--- config.mk ---
export PLATFORM = sky130hd
export DESIGN_NAME = chan_sample_hold
export DESIGN_NICKNAME = d
export VERILOG_FILES = /design/src/rtl/chan_sh_pkg.sv /design/src/rtl/chan_sh_lane.sv /design/src/rtl/chan_sample_hold.sv
export SDC_FILE = /design/constraint.sdc
export NUM_CORES = 1
export LEC_CHECK = 0
export ABC_CLOCK_PERIOD_IN_PS = 2000
export CORE_UTILIZATION = 45
export DETAILED_ROUTE_END_ITERATION = 16
export DONT_BUFFER_PORTS = 1
export GPL_TIMING_DRIVEN = 0
export PLACE_DENSITY_LB_ADDON = 0.05
export SLEW_MARGIN = 20
export SYNTH_ARGS = -nofsm -noshare
export SYNTH_HDL_FRONTEND = slang
export SYNTH_SLANG_ARGS = --single-unit
--- constraint.sdc ---
create_clock -name clk -period 2 [get_ports clk]
set_clock_uncertainty 0.05 [all_clocks]
set_input_delay 0.6 -clock clk [delete_from_list [all_inputs] [get_ports clk]]
set_output_delay 0.6 -clock clk [all_outputs]
set_load 0.1 [all_outputs]
--- src/rtl/chan_sh_pkg.sv ---
// Shared types for the multi-channel sample/hold stage: lane FSM states and the
// stale-output policy.
package chan_sh_pkg;

    typedef enum logic [1:0] {
        IDLE  = 2'd0,
        TRACK = 2'd1,
        HOLD  = 2'd2,
        STALE = 2'd3
    } sh_state_t;

    typedef enum logic {
        HOLD_LAST  = 1'b0,
        ZERO_STALE = 1'b1
    } sh_mode_t;

    // Width needed to count hold cycles from 0 up to and including hold_max.
    function automatic int hold_cnt_w(input int hold_max);
        return $clog2(hold_max + 1);
    endfunction

endpackage

--- src/rtl/chan_sh_lane.sv ---
// One sample/hold lane: captures data while selected, holds it afterwards and
// marks it stale after HOLD_MAX unselected cycles.
module chan_sh_lane
    import chan_sh_pkg::*;
#(
    parameter int W        = 8,
    parameter int HOLD_MAX = 16,
    parameter int CNT_W    = 8
) (
    input  logic             clk,
    input  logic             rstn,
    input  sh_mode_t         i_mode,
    input  logic             i_clr,
    input  logic             i_sel,
    input  logic [W-1:0]     i_d,
    output logic [W-1:0]     o_y,
    output logic             o_y_vld,
    output logic             o_stale,
    output logic [CNT_W-1:0] o_upd_cnt,
    output sh_state_t        o_state
);

    localparam int              HW       = hold_cnt_w(HOLD_MAX);
    localparam logic [HW-1:0]   HOLD_LIM = HW'(HOLD_MAX);

    sh_state_t          r_state;
    sh_state_t          w_state_nxt;
    logic [W-1:0]       r_y;
    logic [W-1:0]       w_y_nxt;
    logic [CNT_W-1:0]   r_upd_cnt;
    logic [CNT_W-1:0]   w_upd_cnt_nxt;
    logic [CNT_W-1:0]   w_upd_cnt_inc;
    logic [HW-1:0]      r_hold_cnt;
    logic [HW-1:0]      w_hold_cnt_nxt;

    assign w_upd_cnt_inc = (&r_upd_cnt) ? r_upd_cnt : r_upd_cnt + CNT_W'(1);

    always_comb begin
        w_state_nxt    = r_state;
        w_y_nxt        = r_y;
        w_upd_cnt_nxt  = r_upd_cnt;
        w_hold_cnt_nxt = r_hold_cnt;

        if (i_clr) begin
            w_state_nxt    = IDLE;
            w_y_nxt        = '0;
            w_upd_cnt_nxt  = '0;
            w_hold_cnt_nxt = '0;
        end else if (i_sel) begin
            // Capture looks the same from every state, including leaving STALE.
            w_state_nxt    = TRACK;
            w_y_nxt        = i_d;
            w_upd_cnt_nxt  = w_upd_cnt_inc;
            w_hold_cnt_nxt = '0;
        end else begin
            case (r_state)
                IDLE: begin
                    w_state_nxt = IDLE;
                end
                TRACK, HOLD: begin
                    w_state_nxt    = HOLD;
                    w_hold_cnt_nxt = (r_state == TRACK) ? HW'(1) : r_hold_cnt + HW'(1);
                    if (w_hold_cnt_nxt == HOLD_LIM) begin
                        w_state_nxt = STALE;
                        if (i_mode == ZERO_STALE) begin
                            w_y_nxt = '0;
                        end
                    end
                end
                STALE: begin
                    if (i_mode == ZERO_STALE) begin
                        w_y_nxt = '0;
                    end
                end
                default: begin
                    w_state_nxt = IDLE;
                end
            endcase
        end
    end

    always_ff @(posedge clk or negedge rstn) begin
        if (!rstn) begin
            r_state    <= IDLE;
            r_y        <= '0;
            r_upd_cnt  <= '0;
            r_hold_cnt <= '0;
        end else begin
            r_state    <= w_state_nxt;
            r_y        <= w_y_nxt;
            r_upd_cnt  <= w_upd_cnt_nxt;
            r_hold_cnt <= w_hold_cnt_nxt;
        end
    end

    // Flags are decoded from registered state only, so no input reaches them combinationally.
    assign o_y       = r_y;
    assign o_y_vld   = (r_state == TRACK) || (r_state == HOLD);
    assign o_stale   = (r_state == STALE);
    assign o_upd_cnt = r_upd_cnt;
    assign o_state   = r_state;

endmodule

--- src/rtl/chan_sample_hold.sv ---
// N independent sample/hold lanes with packed buses; lane FSM states are packed
// onto o_dbg_state (2 bits per lane, lane 0 in the low bits).
module chan_sample_hold
    import chan_sh_pkg::*;
#(
    parameter int W        = 8,
    parameter int N        = 4,
    parameter int HOLD_MAX = 16,
    parameter int CNT_W    = 8
) (
    input  logic               clk,
    input  logic               rstn,
    input  logic               mode,
    input  logic               clr,
    input  logic [N-1:0]       sel,
    input  logic [N*W-1:0]     d,
    output logic [N*W-1:0]     y,
    output logic [N-1:0]       y_vld,
    output logic [N-1:0]       stale,
    output logic [N*CNT_W-1:0] upd_cnt,
    output logic [2*N-1:0]     o_dbg_state
);

    sh_mode_t  w_mode;
    sh_state_t w_state [N];

    assign w_mode = sh_mode_t'(mode);

    for (genvar g = 0; g < N; g++) begin : g_lane
        chan_sh_lane #(
            .W        (W),
            .HOLD_MAX (HOLD_MAX),
            .CNT_W    (CNT_W)
        ) u_lane (
            .clk       (clk),
            .rstn      (rstn),
            .i_mode    (w_mode),
            .i_clr     (clr),
            .i_sel     (sel[g]),
            .i_d       (d[g*W +: W]),
            .o_y       (y[g*W +: W]),
            .o_y_vld   (y_vld[g]),
            .o_stale   (stale[g]),
            .o_upd_cnt (upd_cnt[g*CNT_W +: CNT_W]),
            .o_state   (w_state[g])
        );

        assign o_dbg_state[g*2 +: 2] = w_state[g];
    end

endmodule
Word level (Yosys, flattened, before mapping)
Cells that the tools add are included.
{ "word_totals": {"register_bits": 92, "in_bits": 40, "elab_cells": 152} }
{ "classes": {"addsub": 8, "eq_ne": 24, "muxes": 64, "n_reduce_logical": 40} }
{ "op_table": {"columns": ["op", "n"], "rows": [
  ["$mux W8", 28],
  ["$mux W5", 16],
  ["$pmux W8 S2", 4],
  ["$add A8 B1 Y8 const B", 4],
  ["$reduce_and A8 Y1", 4],
  ["$reduce_bool A4 Y1", 8],
  ["$add A5 B1 Y5 const B", 4],
  ["$eq A5 B5 Y1 const B", 4],
  ["$eq A2 B2 Y1 const B", 8],
  ["$mux W2", 8],
  ["$ne A4 B3 Y1 const B", 4],
  ["$pmux W2 S2", 4],
  ["$reduce_and A2 Y1", 8],
  ["$reduce_bool A3 Y1", 4],
  ["$eq A2 B1 Y1 const B", 4],
  ["$logic_not A2 Y1", 4],
  ["$ne A2 B2 Y1 const B", 4],
  ["$reduce_bool A2 Y1", 4],
  ["$reduce_or A2 Y1", 4],
  ["$logic_or A1 B1 Y1", 4],
  ["$mux W1", 4]
]} }

Logic depth before layout (Yosys ltp)
Gate-level depths: netlist of run 1.
{ "depth": {"depth_word": 7, "depth_mapped": 6, "mapped_depth_nobuf": 6} }

Hierarchy
From an unflattened synthesis of run 1, not the netlist that was laid out.
{ "unflattened": {"hier_cells": 546, "hier_area_um2": 5177.5} }
{ "modules_own_cells": {"columns": ["module", "n_inst", "cells_each", "area_per_inst_um2"], "rows": [
  ["chan_sh_lane at g_lane[0].u_lane ...", 3, 139, 1305.0],
  ["chan_sh_lane at g_lane[3].u_lane", 1, 129, 1262.5]
]} }

Worst setup path before layout of run 1
No wires, ideal clock.
{ "synth_path": {"kind": "register to register", "startpoint": "register g_lane[0].u_lane.r_state[1]", "endpoint": "register g_lane[0].u_lane.r_y[0]", "setup_ps": 139, "arrival_time_ps": 2320, "required_time_ps": 1811, "path_slack_ps": -509, "stages_incl_launch_ff": 6, "synth_period_minus_slack_ps": 2509, "path_cell_list": "dfrtp_1 -> inv_1 -> ha_1 -> or4b_4 -> nor4_4 -> o21ai_0"} }
{ "synth_between": {"elab_chain_len": 5, "word_cells_on_any_way": 12, "cone_classes": "eq/ne (5); mux (4); reduce/logical (3)"} }
{ "synth_lines": {"columns": ["item", "line_no", "rtl"], "rows": [
  ["start: declaration", "chan_sh_lane.sv:26", "sh_state_t r_state;"],
  ["start signal: assignment", "chan_sh_lane.sv:89", "r_state <= w_state_nxt;"],
  ["$eq A2 B1 Y1 or $eq A2 B2 Y1 (tied branches)", "chan_sh_lane.sv:56, chan_sh_lane.sv:62", null],
  ["$mux W5 or $reduce_or A2 Y1 (tied branches)", "chan_sh_lane.sv:62, chan_sh_lane.sv:56", null],
  ["$eq A5 B5 Y1 or $pmux W8 S2 (tied branches)", "chan_sh_lane.sv:63, chan_sh_lane.sv:56", null],
  ["$ne A4 B3 Y1 (no source line) or $mux W8 (tied branches)", null, null],
  ["$reduce_and A2 Y1 (no source line) or $mux W8 (tied branches)", null, null],
  ["end signal: assignment", "chan_sh_lane.sv:90", "r_y <= w_y_nxt;"],
  ["end: declaration", "chan_sh_lane.sv:28", "logic [W-1:0] r_y;"]
]} }
Parallel ways exist; a longest one is shown, timed or not.
A chain may end at the register's enable or synchronous reset.

Final worst setup path of run 1
{ "layout_path": {"startpoint": "register g_lane[2].u_lane.r_state[0]", "endpoint": "output port y_vld[2]"} }
{ "layout_between": {"elab_chain_len": 2, "word_cells_on_any_way": 3, "cone_classes": "eq/ne (2); reduce/logical (1)"} }
{ "layout_lines": {"columns": ["item", "line_no", "rtl"], "rows": [
  ["start: declaration", "chan_sh_lane.sv:26", null],
  ["start signal: assignment", "chan_sh_lane.sv:89", null],
  ["$eq A2 B1 Y1 or $eq A2 B2 Y1 (tied branches)", "chan_sh_lane.sv:98", "assign o_y_vld = (r_state == TRACK) || (r_state == HOLD);"],
  ["$logic_or A1 B1 Y1 (*)", "chan_sh_lane.sv:98", null],
  ["end: declaration", "chan_sample_hold.sv:18", "output logic [N-1:0] y_vld,"]
]} }
Mark *: on every way between the ends. The rest lies on a longest branch, timed or not.

==> results of run 1 <==
[cells in the mapped netlist, types with 2 or more instances]
cell,number
nor2b_1,13
inv_1,29
nand2b_1,3
a31oi_1,2
or3_1,10
a22oi_1,38
dfrtp_1,92
buf_2,5
and4_1,2
o2111ai_1,2
xnor2_1,6
o21ai_0,53
and4b_1,2
a211oi_1,2
buf_4,9
or4_1,3
or2b_1,2
nand3_1,35
a211o_1,2
nand4_1,4
o211ai_1,3
o41ai_2,2
nor4_4,2
or4b_4,2
mux2i_1,5
and3_1,5
nor2_1,38
nor3_1,4
and2_1,4
clkbuf_1,8
nand3b_1,9
o211a_1,2
or2_2,5
o31ai_1,9
nand2_1,22
buf_1,5
a21oi_1,34
ha_1,20
xor2_1,10
[routing by layer]
| layer | routed length, µm | vias to the layer above | part of all wire [%] |
|---|---|---|---|
| met5 | 0 | - | 0 |
| met4 | 248 | 0 | 2.0 |
| met2 | 5690 | 119 | 46 |
| li1 | - | 1943 | - |
| met3 | 819 | 15 | 6.6 |
| met1 | 5590 | 2024 | 45 |
[cells by family (layout without fill, tap and decap cells)]
| kind of cell | count (synthesis) | in the layout | synth area share (%) |
|---|---|---|---|
| simple gates | 172 | 172 | 19.5 |
| fa+ha+maj | 20 | 20 | 5.05 |
| xor+xnor | 16 | 16 | 2.83 |
| mux | 5 | 5 | 1.01 |
| buf+inv | 56 | 96 | 5.05 |
| flops | 92 | 92 | 46.5 |
| compound gates | 156 | 156 | 20.0 |
[placed cells by master (no fill, tap or decap), drive strengths merged, types with 2 or more instances in the layout]
cell type and instances:
a211o 2, a211oi 3, a21oi 35, a22oi 38, a31oi 2, and2 4, and3 5, and4 2
and4b 2, buf 43, clkbuf 23, dfrtp 92, ha 20, inv 28, mux2i 5, nand2 22
nand2b 3, nand3 35, nand3b 9, nand4 4, nor2 38, nor2b 13, nor3 4, nor4 2
o2111ai 2, o211a 2, o211ai 3, o21ai 53, o31ai 9, o41ai 3, or2 7, or2b 2
or3 10, or4 3, or4b 2, xnor2 6, xor2 10
[worst reg2reg max path, stage by stage, from the launching register on]
cell	delay, ps
dfrtp_4	660
inv_4	80
buf_6	130
ha_4	170
buf_4	160
or4_1	550
o41ai_2	200
[area by class of cell]
class / count / area [µm²] / area share (%)
multi-input cells: 369 / 2770 / 45.2
flip-flops and latches: 92 / 2440 / 39.7
plain buffers: 26 / 236 / 3.86
repair buffers: 25 / 206 / 3.37
clock buffers: 15 / 176 / 2.88
well taps: 136 / 170 / 2.77
inverters: 29 / 130 / 2.12
clock inverters: 1 / 5.00 / 0.0816
[per-stage QoR]
| step | total power [mW] | util [%] |
|---|---|---|
| floorplan | 2.82 | - |
| finish | 4.22 | 58.4 |
| global placement | 2.90 | 49.7 |
| global route | 4.38 | 58.4 |
| detailed placement | 2.91 | 49.7 |
| CTS | 4.17 | 54.9 |
[flip-flops by register name (all words and copies together) (netlist names)]
signal	flops
g_lane.u_lane.o_state	8
g_lane.u_lane.r_hold_cnt	20
g_lane.u_lane.o_y	32
g_lane.u_lane.o_upd_cnt	32
[power breakdown]
group	internal [mW]	switching (mW)	leakage (nW)
Combinational	0.208	0.293	1.08
Clock	0.556	0.643	0.0937
Sequential	1.94	0.582	1.15
[worst paths after layout]
kind                                                 from                             end  slack [ps]  depth (start not counted)
max                           g_lane[2].u_lane.o_state[0]                        y_vld[2]        -220                          3
min                                                  rstn         g_lane[3].u_lane.o_y[6]        -130                          0
max reg2reg                   g_lane[2].u_lane.o_state[1]     g_lane[2].u_lane.o_state[0]        -100                          6
min reg2reg                g_lane[2].u_lane.r_hold_cnt[0]  g_lane[2].u_lane.r_hold_cnt[0]         480                          1
max in group asynchronous                            rstn     g_lane[1].u_lane.o_state[1]        1870                          0
min in group clk                                    d[28]         g_lane[3].u_lane.o_y[4]         340                          2
[repair_timing]
item,CTS,global route
cloned,2,0
endpoints found under the hold margin,92,92
resized for setup,72,88
pin swaps,28,17
buffers inserted,11,12
setup endpoints to repair,68,88
==> results_dict.tcl, run 1 <==
set metrics [dict create \
    rows 37 \
    fin_crit_sh_pct 111 \
    setup_slack_ps -220 \
    cpPeakStageDelay_ps 690 \
    critPathLaunchType "register" \
    fp.dieW_um 107 \
    antenna_found_initial 0 \
    die-area_um2 11400 \
    p_leak_nw 2.32 \
    antenna_cells 0 \
    clk_path_buf_depth 2 \
    pre_cts_slack_ps -276 \
    synthesis.area_um2 4950 \
    core_area_um2 10500 \
    nFillCells 854 \
    syn_nets 577 \
    synth_cell_types 53 \
    violations "hold timing, setup timing" \
    yosys-top-cells-area "dfrtp_1 (46%), a22oi_1 (5.8%), o21ai_0 (5.4%)" \
    portBuffers 0 \
    clk_pin_slew_ps 90 \
    drive_gt1_share_pct 34.1 \
    drtPass1Iterations 4 \
    wire_per_inst_um 17.8 \
    ys_seq_elements 92 \
    grt_use_total_pct 21.6 \
    postRouteAntennaNets 0 \
    worst_pin_slew_ps 935 \
    instances_no_fill 693 \
    p_per_area_nw_per_um2 688 \
    cp_slowest_cell "dfrtp_4" \
    grt_pass1_wl_mm 19.3 \
    cts.sink_count 92 \
    die_h_um 107 \
    whs_ps -125 \
    wl_mm 12.4 \
    grt_overflow 0 \
    first_global_vias 3910 \
    cp_max_fo 5 \
    fin_nets 612 \
    dpl.hpwl_mm 7.82 \
    seq_area_frac_synth_pct 46.5 \
    cp_data_required_time_ps 1350 \
    async_reset_ff_share_pct 100 \
    grt_start_max_net_pins 93 \
    cp_data_arrival_time_ps 1570 \
    slew_violations 0 \
    design_area_um2 6130 \
    num_vias 4101 \
    yosysWarnings 0 \
    fmax_ghz 0.450 \
    drt_iter0_markers 229 \
    ir_worst_vdd_v 0.000371 \
    cts_inserted_buffers 9 \
    slew_headroom_pct 37.7 \
    use_met2_pct 32.8 \
    netlist.area_leader.share_pct 46.5 \
    drc 0 \
    setup_viol 35 \
    cts_max_level 3 \
    place_inst 653 \
    max_cap_viol_count 0 \
    timing.final.crit_period_ps 2220 \
    synth_edf_count 0 \
    grt.busiest_layer "met2" \
    place_congestion 0.829 \
    placed_area_um2 5220 \
    syn2layout_area_growth_pct 23.9 \
    viasPerCell 5.92 \
    netlist_instances 517 \
    clk_latency_ps 360 \
    cp-end-kind "primary output" \
    pin_count 120 \
    cts_tree "done" \
    hold_viol_final 92 \
    rsz0062_at_grt "yes" \
    outcome "finished with violations" \
    initial_core_util_pct 47.1 \
    critPathKind "register to primary output" \
    grtUsageMet1_pct 29.2 \
    hp-class "primary input to async pin" \
    path_buf_inv 2 \
    synth_ff_type "dfrtp_1" \
    final.setup.tns_ps -3330 \
    crit_family "flip-flops" \
    syn_avg_cell_area_um2 9.58 \
    synth_top_area_cell "dfrtp_1" \
    cts-root-buf "clkbuf_8" \
    path_cells "inv_4 > ha_4 > buf_12" \
    use_met3_pct 5.78 \
]
No activity file was read; power rests on OpenSTA's default activity.
==> inputs of run 2 (changes only) <==
--- a/config.mk
+++ b/config.mk
@@ -5,7 +5,6 @@
 export SDC_FILE = /design/constraint.sdc
 export NUM_CORES = 1
 export LEC_CHECK = 0
-export ABC_CLOCK_PERIOD_IN_PS = 2000
 export CORE_UTILIZATION = 45
 export DETAILED_ROUTE_END_ITERATION = 16
 export DONT_BUFFER_PORTS = 1
@@ -15,3 +14,4 @@
 export SYNTH_ARGS = -nofsm -noshare
 export SYNTH_HDL_FRONTEND = slang
 export SYNTH_SLANG_ARGS = --single-unit
+export TNS_END_PERCENT = 1
==> results_dict.tcl, run 2 (synthesis results as in run 1) <==
set metrics [dict create \
    place_inst 653 \
    path_buf_inv 2 \
    cp-end-kind "primary output" \
    worst_pin_slew_ps 928 \
    die_h_um 107 \
    slew_headroom_pct 38.1 \
    cts_max_level 3 \
    r2r-end "g_lane[0].u_lane.o_y[4]" \
    drt-met1-wl_mm 5.39 \
    grt_pass1_wl_mm 19.1 \
    wl_mm 11.8 \
    p_per_area_nw_per_um2 735 \
    top_layer "met4" \
    clk_latency_ps 360 \
    layout_common_cells "dfrtp_2 (46), o21ai_0 (45), nor2_1 (38), a22oi_1 (38)" \
    fin_crit_sh_pct 111 \
    setup_slack_ps -229 \
    slew_violations 0 \
    rows 37 \
    dpl.hpwl_mm 8.09 \
    antenna_cells 0 \
    hp-class "primary input to async pin" \
    cts_tree "done" \
    core_area_um2 10500 \
    die-area_um2 11400 \
    worstReg2RegStart "g_lane[0].u_lane.o_state[1]" \
    postRouteAntennaNets 0 \
    syn2layout_area_growth_pct 15.8 \
    max_cap_viol_count 0 \
    cp_max_fo 5 \
    violations "hold timing, setup timing" \
    fin_nets 592 \
    grt_start_max_net_pins 93 \
    fp.dieW_um 107 \
    pin_count 120 \
    cp_data_required_time_ps 1350 \
    drtPass1Iterations 4 \
    portBuffers 0 \
    antenna_found_initial 0 \
    rsz0062_at_grt "yes" \
    cp_data_arrival_time_ps 1580 \
    timing.final.crit_period_ps 2230 \
    path_cells "inv_2 > ha_4 > buf_12" \
    drc 0 \
    multiInputGateArea_um2 2570 \
    nFillCells 913 \
    setup_viol 29 \
    crit_family "flip-flops" \
    finalPower_mw 4.21 \
    viasPerCell 5.81 \
    regArea_um2 2430 \
    cts.sink_count 92 \
    initial_core_util_pct 47.1 \
    rrSetupSlack_ps -180 \
    p_leak_nw 2.17 \
    cts_inserted_buffers 9 \
    outcome "finished with violations" \
    r2r_cells 6 \
    ir_worst_vdd_v 0.000585 \
    cpPeakStageDelay_ps 650 \
    first_global_vias 3797 \
    num_vias 3905 \
    dr_wl_met2_mm 5.53 \
    drive_gt1_share_pct 26.1 \
    critPathLaunchType "register" \
    critPathKind "register to primary output" \
    clk_pin_slew_ps 90 \
    final_common_cell "dfrtp_2" \
    whs_ps -124 \
    fmax_ghz 0.449 \
    instances_no_fill 672 \
    pre_cts_slack_ps -389 \
    cp_slowest_cell "dfrtp_4" \
    clk_path_buf_depth 2 \
    wire_per_inst_um 17.6 \
    place_congestion 0.749 \
    grt_use_total_pct 21.6 \
    drt_iter0_markers 210 \
    dr_wl_met3_um 810 \
    hold_viol_final 92 \
    grt_overflow 0 \
    cts-root-buf "clkbuf_8" \
]
run 2: cell types whose count changed in the layout (fill, tap and decap cells not counted), sizes merged:
cell,change
buf,-20
bufinv,+1
clkbuf,-2
clkinvlp,-1
inv,+1
run 2: power breakdown:
part	total (mW)	switching (mW)	internal, mW
clock network	1.27	0.630	0.640
logic	0.432	0.266	0.166
registers	2.51	0.573	1.94
run 2: how the worst max path moves through the flow:
stage | start | to | slack, ps | depth (start not counted)
after global placement | g_lane[0].u_lane.o_state[0] | g_lane[0].u_lane.o_y[1] | -340 | 4
after floorplan | g_lane[0].u_lane.o_state[1] | g_lane[0].u_lane.o_y[0] | -100 | 5
after global routing | g_lane[0].u_lane.o_state[1] | g_lane[0].u_lane.o_y[4] | -280 | 6
after CTS | g_lane[0].u_lane.o_state[0] | y_vld[0] | -240 | 3
final | g_lane[0].u_lane.o_state[0] | y_vld[0] | -230 | 3
after detailed placement | g_lane[2].u_lane.o_state[1] | g_lane[2].u_lane.o_y[2] | -390 | 6
run 2: layer usage:
layer | GRT usage, % | vias up
li1 | - | 1891
met4 | 5.28 | 0
met2 | 34.8 | 107
met1 | 28.0 | 1898
met5 | 0 | -
met3 | 6.99 | 9
run 2: metrics by stage:
| step | hold WS (ps) | instance area, µm² | setup TNS [ps] | util (%) |
|---|---|---|---|---|
| floorplan | 254 | 4990 | -2410 | - |
| global placement | 257 | 5160 | -15230 | 49.1 |
| detailed placement | 257 | 5160 | -17420 | 49.1 |
| CTS | -143 | 5670 | -4570 | 54.0 |
| global route | -154 | 5740 | -7270 | 54.6 |
| finish | -124 | 5740 | -4170 | 54.6 |
run 2: final cells by class:
| class | instances | area share, % |
|---|---|---|
| clock inverter | 2 | 0.611 |
| buffer | 27 | 3.69 |
| clock buffer | 13 | 2.77 |
| multi-input combinational | 369 | 44.8 |
| inverter | 29 | 2.12 |
| timing repair buffer | 4 | 0.654 |
| tap | 136 | 2.97 |
| sequential | 92 | 42.4 |
run 2: worst register-to-register path: stages (launching register included):
cell and delay (ps):
dfrtp_4 650, inv_4 70, ha_2 230, or4b_4 570, nor4_4 230, buf_6 160, o21ai_0 100
run 2: repair_timing:
item,4_1_cts,5_1_grt
resized for setup,91,37
endpoints found under the setup margin,89,84
setup buffers,4,0
hold endpoints to repair,92,92
pin swaps,11,4
